===== src/rtl/alu_ctrl_seq_if.sv =====
// EX-stage bus between Decoder/datapath and the ALU control sequencer.
// The master side drives the instruction fields; the slave side answers with control and HI/LO data.
interface alu_ctrl_seq_if #(
  parameter int DATA_W = 32
);
  logic              valid_i;
  logic [5:0]        funct_i;
  logic [3:0]        ALUOp_i;
  logic [DATA_W-1:0] rs_data_i;
  logic [DATA_W-1:0] rt_data_i;
  logic [3:0]        ALUCtrl_o;
  logic              stall_o;
  logic [1:0]        hilo_sel_o;
  logic [DATA_W-1:0] hilo_data_o;
  logic              busy_o;

  modport master (
    output valid_i, funct_i, ALUOp_i, rs_data_i, rt_data_i,
    input  ALUCtrl_o, stall_o, hilo_sel_o, hilo_data_o, busy_o
  );

  modport slave (
    input  valid_i, funct_i, ALUOp_i, rs_data_i, rt_data_i,
    output ALUCtrl_o, stall_o, hilo_sel_o, hilo_data_o, busy_o
  );
endinterface


===== src/rtl/alu_ctrl_seq.sv =====
// ALU control decode plus an iterative mult/multu/div/divu sequencer owning HI/LO.
// Radix-2 shift-add multiply and restoring divide on magnitudes, sign-fixed in a final cycle.
module alu_ctrl_seq #(
  parameter int DATA_W = 32,
  parameter int CNT_W  = $clog2(DATA_W) + 1
) (
  input  logic          clk_i,
  input  logic          rst_i,
  alu_ctrl_seq_if.slave bus
);
  localparam logic [1:0] S_IDLE = 2'd0;
  localparam logic [1:0] S_RUN  = 2'd1;
  localparam logic [1:0] S_FIX  = 2'd2;
  localparam logic [1:0] S_DONE = 2'd3;

  localparam logic [3:0] ALU_AND = 4'b0000;
  localparam logic [3:0] ALU_OR  = 4'b0001;
  localparam logic [3:0] ALU_ADD = 4'b0010;
  localparam logic [3:0] ALU_SUB = 4'b0110;
  localparam logic [3:0] ALU_SLT = 4'b0111;
  localparam logic [3:0] ALU_NOR = 4'b1100;
  localparam logic [3:0] ALU_SLL = 4'b0011;
  localparam logic [3:0] ALU_SRL = 4'b0100;
  localparam logic [3:0] ALU_SRA = 4'b0101;

  logic [1:0]        state_q, state_d;
  logic [CNT_W-1:0]  cnt_q, cnt_d;
  logic [DATA_W-1:0] opnd_q, opnd_d;
  logic [DATA_W-1:0] acc_hi_q, acc_hi_d;
  logic [DATA_W-1:0] acc_lo_q, acc_lo_d;
  logic [DATA_W-1:0] hi_q, hi_d;
  logic [DATA_W-1:0] lo_q, lo_d;
  logic              is_div_q, is_div_d;
  logic              neg_q, neg_d;
  logic              rneg_q, rneg_d;
  logic              bzero_q, bzero_d;

  logic [3:0]          alu_ctrl;
  logic [1:0]          hilo_sel;
  logic                is_muldiv;
  logic                issue;
  logic                signed_op, a_neg, b_neg;
  logic [DATA_W-1:0]   a_abs, b_abs;
  logic [DATA_W:0]     mul_sum, div_shift;
  logic                div_ge;
  logic [DATA_W-1:0]   div_diff;
  logic [2*DATA_W-1:0] prod_fix;
  logic [DATA_W-1:0]   quot_fix, rem_fix;

  always_comb begin
    alu_ctrl  = ALU_ADD;
    hilo_sel  = 2'b00;
    is_muldiv = 1'b0;
    case (bus.ALUOp_i)
      4'b0000: begin
        case (bus.funct_i)
          6'b100000: alu_ctrl = ALU_ADD;
          6'b100010: alu_ctrl = ALU_SUB;
          6'b100100: alu_ctrl = ALU_AND;
          6'b100101: alu_ctrl = ALU_OR;
          6'b100111: alu_ctrl = ALU_NOR;
          6'b101010: alu_ctrl = ALU_SLT;
          6'b000000: alu_ctrl = ALU_SLL;
          6'b000010: alu_ctrl = ALU_SRL;
          6'b000011: alu_ctrl = ALU_SRA;
          6'b011000, 6'b011001, 6'b011010, 6'b011011: is_muldiv = 1'b1;
          6'b010000: hilo_sel = 2'b10;
          6'b010010: hilo_sel = 2'b01;
          default:   alu_ctrl = ALU_ADD;
        endcase
      end
      4'b0001: alu_ctrl = ALU_ADD;
      4'b0010: alu_ctrl = ALU_SUB;
      4'b0011: alu_ctrl = ALU_AND;
      4'b0100: alu_ctrl = ALU_OR;
      4'b0101: alu_ctrl = ALU_SLT;
      default: alu_ctrl = ALU_ADD;
    endcase
  end

  // funct[0]=1 selects the unsigned variant, funct[1]=1 selects divide.
  assign issue     = (state_q == S_IDLE) && bus.valid_i && is_muldiv;
  assign signed_op = ~bus.funct_i[0];
  assign a_neg     = signed_op & bus.rs_data_i[DATA_W-1];
  assign b_neg     = signed_op & bus.rt_data_i[DATA_W-1];
  assign a_abs     = a_neg ? -bus.rs_data_i : bus.rs_data_i;
  assign b_abs     = b_neg ? -bus.rt_data_i : bus.rt_data_i;

  assign mul_sum   = {1'b0, acc_hi_q} + {1'b0, {DATA_W{acc_lo_q[0]}} & opnd_q};
  assign div_shift = {acc_hi_q, acc_lo_q[DATA_W-1]};
  assign div_ge    = div_shift >= {1'b0, opnd_q};
  assign div_diff  = div_shift[DATA_W-1:0] - opnd_q;

  // A zero divisor leaves an all-ones quotient and |A| remainder, so only skip the quotient negation.
  assign prod_fix  = neg_q ? -{acc_hi_q, acc_lo_q} : {acc_hi_q, acc_lo_q};
  assign quot_fix  = (neg_q && !bzero_q) ? -acc_lo_q : acc_lo_q;
  assign rem_fix   = rneg_q ? -acc_hi_q : acc_hi_q;

  always_comb begin
    state_d  = state_q;
    cnt_d    = cnt_q;
    opnd_d   = opnd_q;
    acc_hi_d = acc_hi_q;
    acc_lo_d = acc_lo_q;
    hi_d     = hi_q;
    lo_d     = lo_q;
    is_div_d = is_div_q;
    neg_d    = neg_q;
    rneg_d   = rneg_q;
    bzero_d  = bzero_q;
    case (state_q)
      S_IDLE: begin
        if (issue) begin
          state_d  = S_RUN;
          cnt_d    = '0;
          is_div_d = bus.funct_i[1];
          neg_d    = a_neg ^ b_neg;
          rneg_d   = a_neg;
          bzero_d  = (bus.rt_data_i == '0);
          opnd_d   = bus.funct_i[1] ? b_abs : a_abs;
          acc_hi_d = '0;
          acc_lo_d = bus.funct_i[1] ? a_abs : b_abs;
        end
      end
      S_RUN: begin
        if (is_div_q) begin
          acc_hi_d = div_ge ? div_diff : div_shift[DATA_W-1:0];
          acc_lo_d = {acc_lo_q[DATA_W-2:0], div_ge};
        end else begin
          acc_hi_d = mul_sum[DATA_W:1];
          acc_lo_d = {mul_sum[0], acc_lo_q[DATA_W-1:1]};
        end
        cnt_d = cnt_q + CNT_W'(1);
        if (cnt_q == CNT_W'(DATA_W - 1)) state_d = S_FIX;
      end
      S_FIX: begin
        hi_d    = is_div_q ? rem_fix  : prod_fix[2*DATA_W-1:DATA_W];
        lo_d    = is_div_q ? quot_fix : prod_fix[DATA_W-1:0];
        state_d = S_DONE;
      end
      default: state_d = S_IDLE;
    endcase
  end

  always_ff @(posedge clk_i or negedge rst_i) begin
    if (!rst_i) begin
      state_q  <= S_IDLE;
      cnt_q    <= '0;
      opnd_q   <= '0;
      acc_hi_q <= '0;
      acc_lo_q <= '0;
      hi_q     <= '0;
      lo_q     <= '0;
      is_div_q <= 1'b0;
      neg_q    <= 1'b0;
      rneg_q   <= 1'b0;
      bzero_q  <= 1'b0;
    end else begin
      state_q  <= state_d;
      cnt_q    <= cnt_d;
      opnd_q   <= opnd_d;
      acc_hi_q <= acc_hi_d;
      acc_lo_q <= acc_lo_d;
      hi_q     <= hi_d;
      lo_q     <= lo_d;
      is_div_q <= is_div_d;
      neg_q    <= neg_d;
      rneg_q   <= rneg_d;
      bzero_q  <= bzero_d;
    end
  end

  assign bus.ALUCtrl_o   = alu_ctrl;
  assign bus.hilo_sel_o  = hilo_sel;
  assign bus.stall_o     = issue || (state_q == S_RUN) || (state_q == S_FIX);
  assign bus.busy_o      = (state_q != S_IDLE);
  assign bus.hilo_data_o = (hilo_sel == 2'b10) ? hi_q :
                           (hilo_sel == 2'b01) ? lo_q : '0;
endmodule


===== src/flat_wrapper.sv =====
// flat-port wrapper written by rule: the top's interface ports become plain ports
module alu_ctrl_seq_flat 
#(
  parameter int DATA_W = 32,
  parameter int CNT_W  = $clog2(DATA_W) + 1
)
  (clk_i, rst_i, bus_valid_i, bus_funct_i, bus_ALUOp_i, bus_rs_data_i, bus_rt_data_i, bus_ALUCtrl_o, bus_stall_o, bus_hilo_sel_o, bus_hilo_data_o, bus_busy_o);
  alu_ctrl_seq_if #(.DATA_W(DATA_W)) bus_i ();
  input  logic clk_i;
  input  logic rst_i;
  input wire logic [$bits(bus_i.valid_i)-1:0] bus_valid_i;
  input wire logic [$bits(bus_i.funct_i)-1:0] bus_funct_i;
  input wire logic [$bits(bus_i.ALUOp_i)-1:0] bus_ALUOp_i;
  input wire logic [$bits(bus_i.rs_data_i)-1:0] bus_rs_data_i;
  input wire logic [$bits(bus_i.rt_data_i)-1:0] bus_rt_data_i;
  output wire logic [$bits(bus_i.ALUCtrl_o)-1:0] bus_ALUCtrl_o;
  output wire logic [$bits(bus_i.stall_o)-1:0] bus_stall_o;
  output wire logic [$bits(bus_i.hilo_sel_o)-1:0] bus_hilo_sel_o;
  output wire logic [$bits(bus_i.hilo_data_o)-1:0] bus_hilo_data_o;
  output wire logic [$bits(bus_i.busy_o)-1:0] bus_busy_o;
  assign bus_i.valid_i = bus_valid_i;
  assign bus_i.funct_i = bus_funct_i;
  assign bus_i.ALUOp_i = bus_ALUOp_i;
  assign bus_i.rs_data_i = bus_rs_data_i;
  assign bus_i.rt_data_i = bus_rt_data_i;
  assign bus_ALUCtrl_o = bus_i.ALUCtrl_o;
  assign bus_stall_o = bus_i.stall_o;
  assign bus_hilo_sel_o = bus_i.hilo_sel_o;
  assign bus_hilo_data_o = bus_i.hilo_data_o;
  assign bus_busy_o = bus_i.busy_o;
  alu_ctrl_seq #(.DATA_W(DATA_W), .CNT_W(CNT_W)) u_core (.clk_i(clk_i), .rst_i(rst_i), .bus(bus_i));
endmodule

===== config.mk =====
export PLATFORM = sky130hd
export DESIGN_NAME = alu_ctrl_seq_flat
export DESIGN_NICKNAME = d
export VERILOG_FILES = /design/src/rtl/alu_ctrl_seq_if.sv /design/src/rtl/alu_ctrl_seq.sv /design/src/flat_wrapper.sv
export SDC_FILE = /design/constraint.sdc
export NUM_CORES = 1
export LEC_CHECK = 0
export BUFFER_PORTS_ARGS = -buffer_cell sky130_fd_sc_hd__buf_2
export CORE_UTILIZATION = 65
export CTS_CLUSTER_SIZE = 40
export DETAILED_ROUTE_END_ITERATION = 7
export GPL_ROUTABILITY_DRIVEN = 0
export HOLD_SLACK_MARGIN = 0.06
export PLACE_DENSITY = 0.83
export SYNTH_ARGS = -nofsm -noshare
export SYNTH_HDL_FRONTEND = slang
export SYNTH_SLANG_ARGS = --single-unit

===== constraint.sdc =====
create_clock -name clk_i -period 6 [get_ports clk_i]
set_input_delay 0.6 -clock clk_i [delete_from_list [all_inputs] [get_ports clk_i]]
set_output_delay 0.6 -clock clk_i [all_outputs]
set_load 0.05 [all_outputs]

==> results of run 1 <==
worst max-delay path, cell delays in order:
cell,delay [ns]
buf_2,0.12
or4_1,0.55
nor3b_1,0.39
and3_1,1.10
a22o_1,0.30
buf_2,0.26
flip-flops by register name (all words and copies together) (netlist names), 2 cells and up:
name	count
u_core.state_q	2
u_core.acc_lo_q	32
u_core.opnd_q	32
u_core.lo_q	32
u_core.hi_q	32
u_core.acc_hi_q	32
u_core.cnt_q	6
power by group through the flow:
stage               registers (mW)  clock network (mW)  logic, mW
floorplan                     1.81                   0       2.70
global placement              2.04                   0       3.36
detailed placement            2.06                   0       3.46
CTS                           2.04                1.18       3.49
global route                  2.10                1.23       3.90
finish                        2.07                1.19       3.58
Yosys cell counts, types with 19 or more instances:
master	count
mux2i_1	53
a22o_1	34
xnor2_1	92
ha_1	72
inv_1	78
o21ai_0	113
a21oi_1	205
mux2_2	32
dfrtp_1	172
nand3_1	36
nor2_1	231
o21ai_1	32
nor3_1	54
clkbuf_1	95
nand4_1	20
o221ai_1	30
nand2_1	158
a22oi_1	19
a211oi_1	23
or3_1	22
xor2_1	78
a21o_1	24
logic make-up after synthesis:
family	synth area share [%]
DFF	29.04
adders and majority gates	6.348
muxes	6.112
buffers and inverters	4.558
and+or+nand+nor	19.67
AOI/OAI and AO/OA	24.23
xor gates and xnor gates	10.05
cell type report:
class	instances	area [um^2]	share of cell area [%]
clock inverter	15	221.5	1.370
clock buffer	17	425.4	2.631
multi-input combinational	1537	9871	61.05
sequential	172	4305	26.63
timing repair buffer	131	701.9	4.341
inverter	78	292.8	1.811
tap	280	350.3	2.167
metal layers:
metal / part of all wire (%) / global-route usage [%] / wire, um
met2: 43 / 60.62 / 19940
met3: 11 / 8.364 / 5084
met4: 5.8 / 22.08 / 2671
met1: 40 / 53.39 / 18730
met5: 0 / 0 / 0
worst paths after layout:
check,endpoint,start,slack [ns]
setup / recovery,bus_hilo_data_o[21],bus_ALUOp_i[1],2.05
hold / removal,u_core.hi_q[9],rst_i,0.13
setup reg to reg,u_core.acc_hi_q[16],u_core.acc_hi_q[17],2.06
hold reg to reg,u_core.opnd_q[16],u_core.opnd_q[16],0.50
max in group asynchronous,u_core.acc_lo_q[6],rst_i,4.67
min in group clk_i,u_core.bzero_q,bus_rt_data_i[30],0.47
placed cells by master (no fill, tap or decap), drive strengths merged, types with 10 or more instances in the layout:
cell type / n
a21oi: 205
o221ai: 30
or3: 22
nand2: 158
xor2: 78
a31oi: 14
nand4: 20
a22o: 34
nor4: 16
and3: 12
a22oi: 19
or4: 12
o21ai: 146
a211oi: 23
ha: 72
nand2b: 15
nor3: 54
o211ai: 10
buf: 131
mux2: 33
nor2: 231
mux2i: 53
a21o: 24
inv: 82
nand3: 36
dfrtp: 172
o31ai: 16
o21bai: 10
and2: 12
xnor2: 92
clkbuf: 17
nor2b: 12
==> results.md, run 1 <==
- Synth-to-layout area growth: 9.083%
- First-pass GRT wire length: 72.98 mm
- Leak Pwr: 7.347 nW
- PnR Total Power: 6.836 mW
- Vias in the first global route: 13672
- Initial DRC count: 2024
- P_sw: 3.286 mW
- Netlist cell types: 72
- Net Sw Frac: 48.06%
- Worst Hold Class: input pin to async pin
- Total CTS buffers: 17
- Ys async rst share: 100.0%
- Placed cell areas: 15520 um^2
- Max Slew Vio Count: 0
- Core Region: 22090 um^2
- Layout Nets: 2088
- Postcts setup bufs: 0
- CTS tree: built
- Drt pass-1 iters: 7
- Area leader, netlist: dfrtp_1
- Routed WL: 46.43 mm
- Post-synth EDFFs: 0
- Pin slew with the least headroom to its limit: 1.306 ns
- Starting Density: 67.09%
- Final Cell Area: 16170 um^2
- Root Buffer: clkbuf_16
- Final Cycle Share: 65.88%
- Sequential-to-total area share from yosys stat: 29.04%
- Post-synth top area share: 29.04%
- GR Overflow Total: 0
- Period minus WS final: 3.953 ns
- H-Tree Depth: 4
- Clock power share: 17.3%
- Antenna cell count: 0
- Clock transition at path regs: 0.08 ns
- RSZ-0062 raised after global routing: no
- Status: completed
- Synth Flop Type: dfrtp_1
- Synthesized area: 14820 um^2
- IO buf count: 116
- Routed Antenna Nets: 0
- Drt wl/cell: 20.82 um
- Drt drc: 0
- Dpl cells: 2198
- Synth Warn #: 0
- Layout cells sized above 1: 11.03%
- WP data arrival: 3.35 ns
- Fmax: 253.0 MHz
- Worst setup margin: 2.047 ns
- Reg2Reg Depth: 11
- Setup tns final: 0 ns
- Maxcap violations: 0
- Crit. End Element: output port
- Hold-fix buffers, CTS: 0
- Relative slew slack: 12.95%
- Clock sinks: 172
- Overall routing resource usage: 39.97%
- Peak supply drop: 0.2037 mV
- Clock skew: 0.01004 ns
- Maximum net fanout on the critical path: 33
- Worst EP required: 5.40 ns
- Die Height: 153.0 um
- PwrDens: 422.8 nW/um^2
- CTS max path bufs: 2
- Post-cts resize count: 0
- Mapped Cells: 1888
- Final Util: 73.18%
- Hold_ws: 0.1348 ns
- Syn Nets: 2039
- Place WS: 1.917 ns
- Synth top area cells: dfrtp_1 (29%), a21oi_1 (6.9%), ha_1 (6.1%), nor2_1 (5.9%), xnor2_1 (5.4%)
- Worst-Skew Late Latency: 0.45 ns
- Final setup fails: 0
- DIE WIDTH: 153.0 um
- Setup CP Type: input pin to output port
- Syn_area_per_cell: 7.850 um^2
- Std cell rows: 54
- I/O pin cnt: 117
- Via count: 14964
- Largest net degree at the start of global routing: 118
- Internal: 3.550 mW
- Full die area: 23410 um^2
- HPWL after detailed placement: 34.86 mm
- Vias/cell: 6.710
- Power share of the sequential group: 30.3%
- Startpoint types: input pin
- Initial antenna violation count: 0
- Fill cells: 1707
- Seq cells post-synth: 172
- Hold Violations, Final: 0
- Comb pwr share: 52.4%
- Cell Count, Final, Fillers Out: 2230
Power figures use the tool's default switching activity.
==> run 2, diff against run 1 <==
--- a/config.mk
+++ b/config.mk
@@ -6,12 +6,12 @@
 export NUM_CORES = 1
 export LEC_CHECK = 0
 export BUFFER_PORTS_ARGS = -buffer_cell sky130_fd_sc_hd__buf_2
-export CORE_UTILIZATION = 65
+export CORE_UTILIZATION = 56
 export CTS_CLUSTER_SIZE = 40
 export DETAILED_ROUTE_END_ITERATION = 7
 export GPL_ROUTABILITY_DRIVEN = 0
 export HOLD_SLACK_MARGIN = 0.06
-export PLACE_DENSITY = 0.83
+export PLACE_DENSITY = 0.76
 export SYNTH_ARGS = -nofsm -noshare
 export SYNTH_HDL_FRONTEND = slang
 export SYNTH_SLANG_ARGS = --single-unit
==> constraint.sdc (replaced) <==
create_clock -name clk_i -period 3.49 [get_ports clk_i]
set_input_delay 0.349 -clock clk_i [delete_from_list [all_inputs] [get_ports clk_i]]
set_output_delay 0.349 -clock clk_i [all_outputs]
set_load 0.05 [all_outputs]
==> run 2 against run 1 <==
Global-route usage decreased by 3.9 points; clock power is 71% higher; largest power group unchanged; clock skew rose by 0.0062 ns; final area grew 3.3%; via count is 1.0% higher; hold slack improved by 0.11 ns; cell count increased by 4.9%; sequential cell count unchanged; critical endpoint is now u_core.hi_q[26]; count of clock-buffer cells in the layout did not move; largest cell class unchanged.
==> results.md, run 2 (synthesized netlist as in run 1, its figures left out) <==
- Maxcap violations: 0
- WP data arrival: 3.67 ns
- Drt wl/cell: 20.73 um
- RSZ-0062 raised after global routing: no
- PwrDens: 719.7 nW/um^2
- Layout Nets: 2143
- Dpl cells: 2307
- Starting Density: 57.04%
- Worst setup margin: 0.1480 ns
- Layout cells sized above 1: 13.62%
- Leak Pwr: 7.638 nW
- Via count: 15113
- Synth-to-layout area growth: 12.65%
- Drt pass-1 iters: 6
- CTS max path bufs: 2
- Postcts setup bufs: 0
- CP startpoint: u_core.acc_hi_q[0]
- Final setup fails: 0
- Relative slew slack: 27.33%
- Clock transition at path regs: 0.08 ns
- Routed WL: 48.50 mm
- Peak supply drop: 0.4140 mV
- GR Overflow Total: 0
- Total CTS buffers: 17
- Maximum net fanout on the critical path: 6
- R2r startpoint: u_core.acc_hi_q[0]
- Largest net degree at the start of global routing: 108
- Initial antenna violation count: 0
- Worst EP required: 3.82 ns
- P_sw: 5.718 mW
- CTS tree: built
- Antenna cell count: 0
- Routed Antenna Nets: 0
- Power share of the sequential group: 27.2%
- Reg2Reg Depth: 10
- Core Region: 25980 um^2
- HPWL after detailed placement: 37.56 mm
- Fmax: 299.2 MHz
- Worst Hold Class: input pin to register
- Pin slew with the least headroom to its limit: 1.088 ns
- DIE WIDTH: 164.7 um
- Die Height: 164.7 um
- Crit. End Element: register
- Root Buffer: clkbuf_16
- H-Tree Depth: 4
- Overall routing resource usage: 36.09%
- Setup CP Type: register to register
- Worst-Skew Late Latency: 0.45 ns
- IO buf count: 116
- Comb pwr share: 55.9%
- Internal: 6.299 mW
- Reg-to-reg endpoint: u_core.hi_q[26]
- I/O pin cnt: 117
- Clock power share: 16.9%
- Most frequent cells in the layout: nor2_1 (230), a21oi_1 (204), dfrtp_1 (171), nand2_1 (158), buf_2 (114)
- Commonest non-fill, non-tap cell in the layout: nor2_1
- First-pass GRT wire length: 74.89 mm
- Place WS: 0.1986 ns
- Initial DRC count: 1586
- Hold Violations, Final: 0
- Final Cycle Share: 95.76%
- Std cell rows: 59
- Drt drc: 0
- Hold_ws: 0.2426 ns
- Net Sw Frac: 47.58%
- Period minus WS final: 3.342 ns
- Vias in the first global route: 13535
- Max Slew Vio Count: 0
- Full die area: 27120 um^2
- Setup tns final: 0 ns
- Startpoint types: register
- Crit path to: u_core.hi_q[26]
- Clock sinks: 172
- WHS Path Cells: 4
- Vias/cell: 6.459
- Clock skew: 0.01620 ns
- Status: completed
- Cell Count, Final, Fillers Out: 2340
- FF-to-FF setup slack: 0.15 ns
## run 2: changes by cell type in the layout (fill, tap and decap cells not counted), sizes merged
cell,before,now
dlygate4sd3,0,1
inv,82,85
clkinv,9,8
clkinvlp,1,0
buf,131,185
bufinv,1,0
## run 2: critical path, cell delays in order (launching register included)
cell	delay, ns
dfrtp_1	0.46
inv_1	0.14
ha_1	0.18
or3b_2	0.46
or2_2	0.32
or3_1	0.40
or4_4	0.54
o21ai_2	0.12
a21bo_1	0.22
xor2_1	0.14
mux2_4	0.25
## run 2: timing repair
item / 4_1_cts / 5_1_grt
hold buffers: 1 / 0
endpoints found under the hold margin: 68 / 0
gates resized for setup: 0 / 6
setup endpoints to repair: 0 / 5
## run 2: per-stage QoR
stage | area [um^2] | total power, mW | utilization, %
after floorplan | 14820 | 7.757 | -
after global placement | 16030 | 9.611 | 61.70
after detailed placement | 16030 | 9.777 | 61.70
after CTS | 16680 | 11.83 | 64.18
after global routing | 16700 | 12.75 | 64.26
final | 16700 | 12.02 | 64.26
## run 2: layer usage
metal	vias up	wire length (um)	GRT usage [%]
met5	-	0	0
met4	0	2387	18.27
met3	127	4662	5.274
met2	797	20540	52.25
met1	7180	20910	51.98
li1	7009	-	-
## run 2: power groups by stage
| stage | clock (mW) | combinational [mW] | sequential, mW |
|---|---|---|---|
| after floorplan | 0 | 4.64 | 3.12 |
| after global placement | 0 | 6.36 | 3.25 |
| after detailed placement | 0 | 6.49 | 3.28 |
| after CTS | 2.04 | 6.55 | 3.25 |
| after global routing | 2.12 | 7.29 | 3.34 |
| final | 2.03 | 6.71 | 3.27 |
## run 2: how the worst min path moves through the flow
stage                           start            endpoint  slack, ns
detailed placement              rst_i     u_core.hi_q[25]       0.41
floorplan                       rst_i  u_core.acc_hi_q[0]       0.05
CTS                 bus_rt_data_i[30]      u_core.bzero_q       0.24
global route        bus_rt_data_i[30]      u_core.bzero_q       0.26
global placement                rst_i     u_core.hi_q[18]       0.40
finish              bus_rt_data_i[30]      u_core.bzero_q       0.24
## run 2: layout make-up
| cell class | count | area, um^2 |
|---|---|---|
| Fill cell | 2249 | 9288 |
| Inverter | 78 | 292.8 |
| Sequential cell | 172 | 4305 |
| Tap cell | 335 | 419.2 |
| Clock inverter | 15 | 209.0 |
| Multi-Input combinational cell | 1537 | 9891 |
| Clock buffer | 17 | 425.4 |
| Timing Repair Buffer | 186 | 1155 |
==> run 3, diff against run 2 <==
--- a/config.mk
+++ b/config.mk
@@ -10,6 +10,7 @@
 export CTS_CLUSTER_SIZE = 40
 export DETAILED_ROUTE_END_ITERATION = 7
 export GPL_ROUTABILITY_DRIVEN = 0
+export GPL_TIMING_DRIVEN = 0
 export HOLD_SLACK_MARGIN = 0.06
 export PLACE_DENSITY = 0.76
 export SYNTH_ARGS = -nofsm -noshare
==> run 3 against run 2 <==
Count of clock-buffer cells in the layout unchanged; via count increased by 3.1%; utilization decreased by 0.16 points; sequential share of layout area increased by 0.10 points; first-iteration DRC count increased by 20%; worst setup slack got worse by 0.068 ns; routed wire length increased by 6.2%; register-to-register slack got worse by 0.07 ns.
==> results.md, run 3 (synthesized netlist as in run 1, its figures left out) <==
- Drt wl/cell: 21.72 um
- Worst-Skew Late Latency: 0.45 ns
- Core Region: 25980 um^2
- Vias in the first global route: 13996
- Status: completed
- Std cell rows: 59
- Net Sw Frac: 49.05%
- RSZ-0062 raised after global routing: yes
- Final setup fails: 0
- Buf/Inv on CP: 2
- DIE WIDTH: 164.7 um
- Maximum net fanout on the critical path: 7
- Period minus WS final: 3.410 ns
- Initial antenna violation count: 0
- Synth-to-layout area growth: 12.38%
- Cell Count, Final, Fillers Out: 2370
- Crit path max-delay cell type: or4_4
- Routed Antenna Nets: 0
- Most frequent cells in the layout: nor2_1 (230), a21oi_1 (203), dfrtp_1 (166), nand2_1 (156), buf_2 (115)
- Starting Density: 57.04%
- CTS max path bufs: 2
- Final Util: 64.10%
- HPWL after detailed placement: 40.05 mm
- Pin slew with the least headroom to its limit: 1.171 ns
- Drt pass-1 iters: 6
- Routed WL: 51.49 mm
- Overall routing resource usage: 37.81%
- CP Cell Sequence: inv_2 > ha_2 > or3b_2 > or2_2 > or3_1 > buf_2 > or4_4 > o21ai_2 > a21bo_1 > xor2_1 > mux2_4
- Crit. End Element: register
- Max Slew Vio Count: 0
- Maxcap violations: 0
- Via count: 15582
- Full die area: 27120 um^2
- Worst path max stage delay: 0.53 ns
- Layout Nets: 2173
- Leak Pwr: 7.452 nW
- WP data arrival: 3.74 ns
- CTS tree: built
- Peak supply drop: 0.4186 mV
- I/O pin cnt: 117
- Total CTS buffers: 17
- GR Overflow Total: 0
- Comb pwr share: 54.3%
- Vias/cell: 6.575
- Multi-input combinational cell area: 9965 um^2
- Initial DRC count: 1911
- First-pass GRT wire length: 77.98 mm
- Clock transition at path regs: 0.07 ns
- IO buf count: 114
- Worst Hold Class: input pin to register
- Root Buffer: clkbuf_16
- Clock sinks: 172
- Crit-path leading delay family: simple AND/OR/NAND/NOR gates
- Drt drc: 0
- Hold Violations, Final: 0
- Die Height: 164.7 um
- Setup CP Type: register to register
- Clock power share: 16.7%
- Dpl cells: 2338
- Largest net degree at the start of global routing: 97
- Worst EP required: 3.82 ns
- Fmax: 293.2 MHz
- P_sw: 5.936 mW
- Layout cells sized above 1: 11.65%
- Reg area: 4312 um^2
- Antenna cell count: 0
- Relative slew slack: 21.35%
- H-Tree Depth: 4
- Fill cells: 2261
- Final Cycle Share: 97.71%
- Power share of the sequential group: 29.0%
- Internal: 6.165 mW
- Clock skew: 0.01898 ns
- PwrDens: 726.5 nW/um^2
- Startpoint types: register
- Commonest non-fill, non-tap cell in the layout: nor2_1
run 3: changes by cell type in the layout (fill, tap and decap cells not counted), sizes merged:
cell,change
clkbuf,+87
buf,-57
clkinv,-1
inv,+1
run 3: layer usage:
| metal | GRT usage, % | vias to the layer above | wire, um |
|---|---|---|---|
| met5 | 0 | - | 0 |
| li1 | - | 7075 | - |
| met3 | 5.650 | 163 | 5408 |
| met1 | 52.64 | 7417 | 21160 |
| met2 | 56.63 | 927 | 22190 |
| met4 | 19.56 | 0 | 2733 |
run 3: power groups by stage:
stage	combinational (mW)	clock [mW]	sequential [mW]
floorplan	4.64	0	3.12
global placement	6.03	0	3.46
detailed placement	6.19	0	3.48
CTS	6.29	2.02	3.44
global route	7.10	2.10	3.54
finish	6.57	2.02	3.51
run 3: tightest hold or removal path, stage by stage:
cell,delay (ns)
buf_2,0.11
nor2b_1,0.06
nand3_1,0.07
nand2_1,0.05
run 3: what timing repair did:
item / in CTS / in global routing
pin swaps: 0 / 4
hold endpoints to repair: 76 / 0
setup endpoints to repair: 70 / 70
gates resized for setup: 19 / 35
hold buffers: 1 / 0
setup buffers: 2 / 4
run 3: final timing paths:
kind	cells past startpoint	slack, ns	start	to
max in group asynchronous	3	2.11	rst_i	u_core.acc_lo_q[0]
min in group asynchronous	2	0.46	rst_i	u_core.acc_hi_q[10]
worst max register to register	11	0.08	u_core.acc_hi_q[1]	u_core.hi_q[26]
worst min-delay path	4	0.24	bus_rt_data_i[30]	u_core.bzero_q
worst max-delay path	11	0.08	u_core.acc_hi_q[1]	u_core.hi_q[26]
worst min register to register	2	0.49	u_core.opnd_q[14]	u_core.opnd_q[14]
run 3: layout make-up:
type	count	share of cell area [%]
timing repair buffer	122	3.981
inverter	78	1.758
multi-input combinational	1537	59.83
clock buffer	17	2.554
buffer	94	2.239
tap	335	2.517
sequential	172	25.89
clock inverter	15	1.239
run 3: stage by stage:
step | setup TNS, ns | hold slack [ns] | total power [mW] | worst slack (ns) | cell area [um^2]
final | 0 | 0.2390 | 12.10 | 0.07988 | 16660
after global routing | -0.01014 | 0.2589 | 12.74 | -0.01014 | 16660
after CTS | 0 | 0.2293 | 11.75 | 0.007605 | 16550
after detailed placement | -21.57 | 0.3768 | 9.664 | -0.5367 | 15850
after global placement | -142.55 | 0.4664 | 9.487 | -0.7241 | 15810
after floorplan | 0 | 0.05341 | 7.757 | 0.2276 | 14820
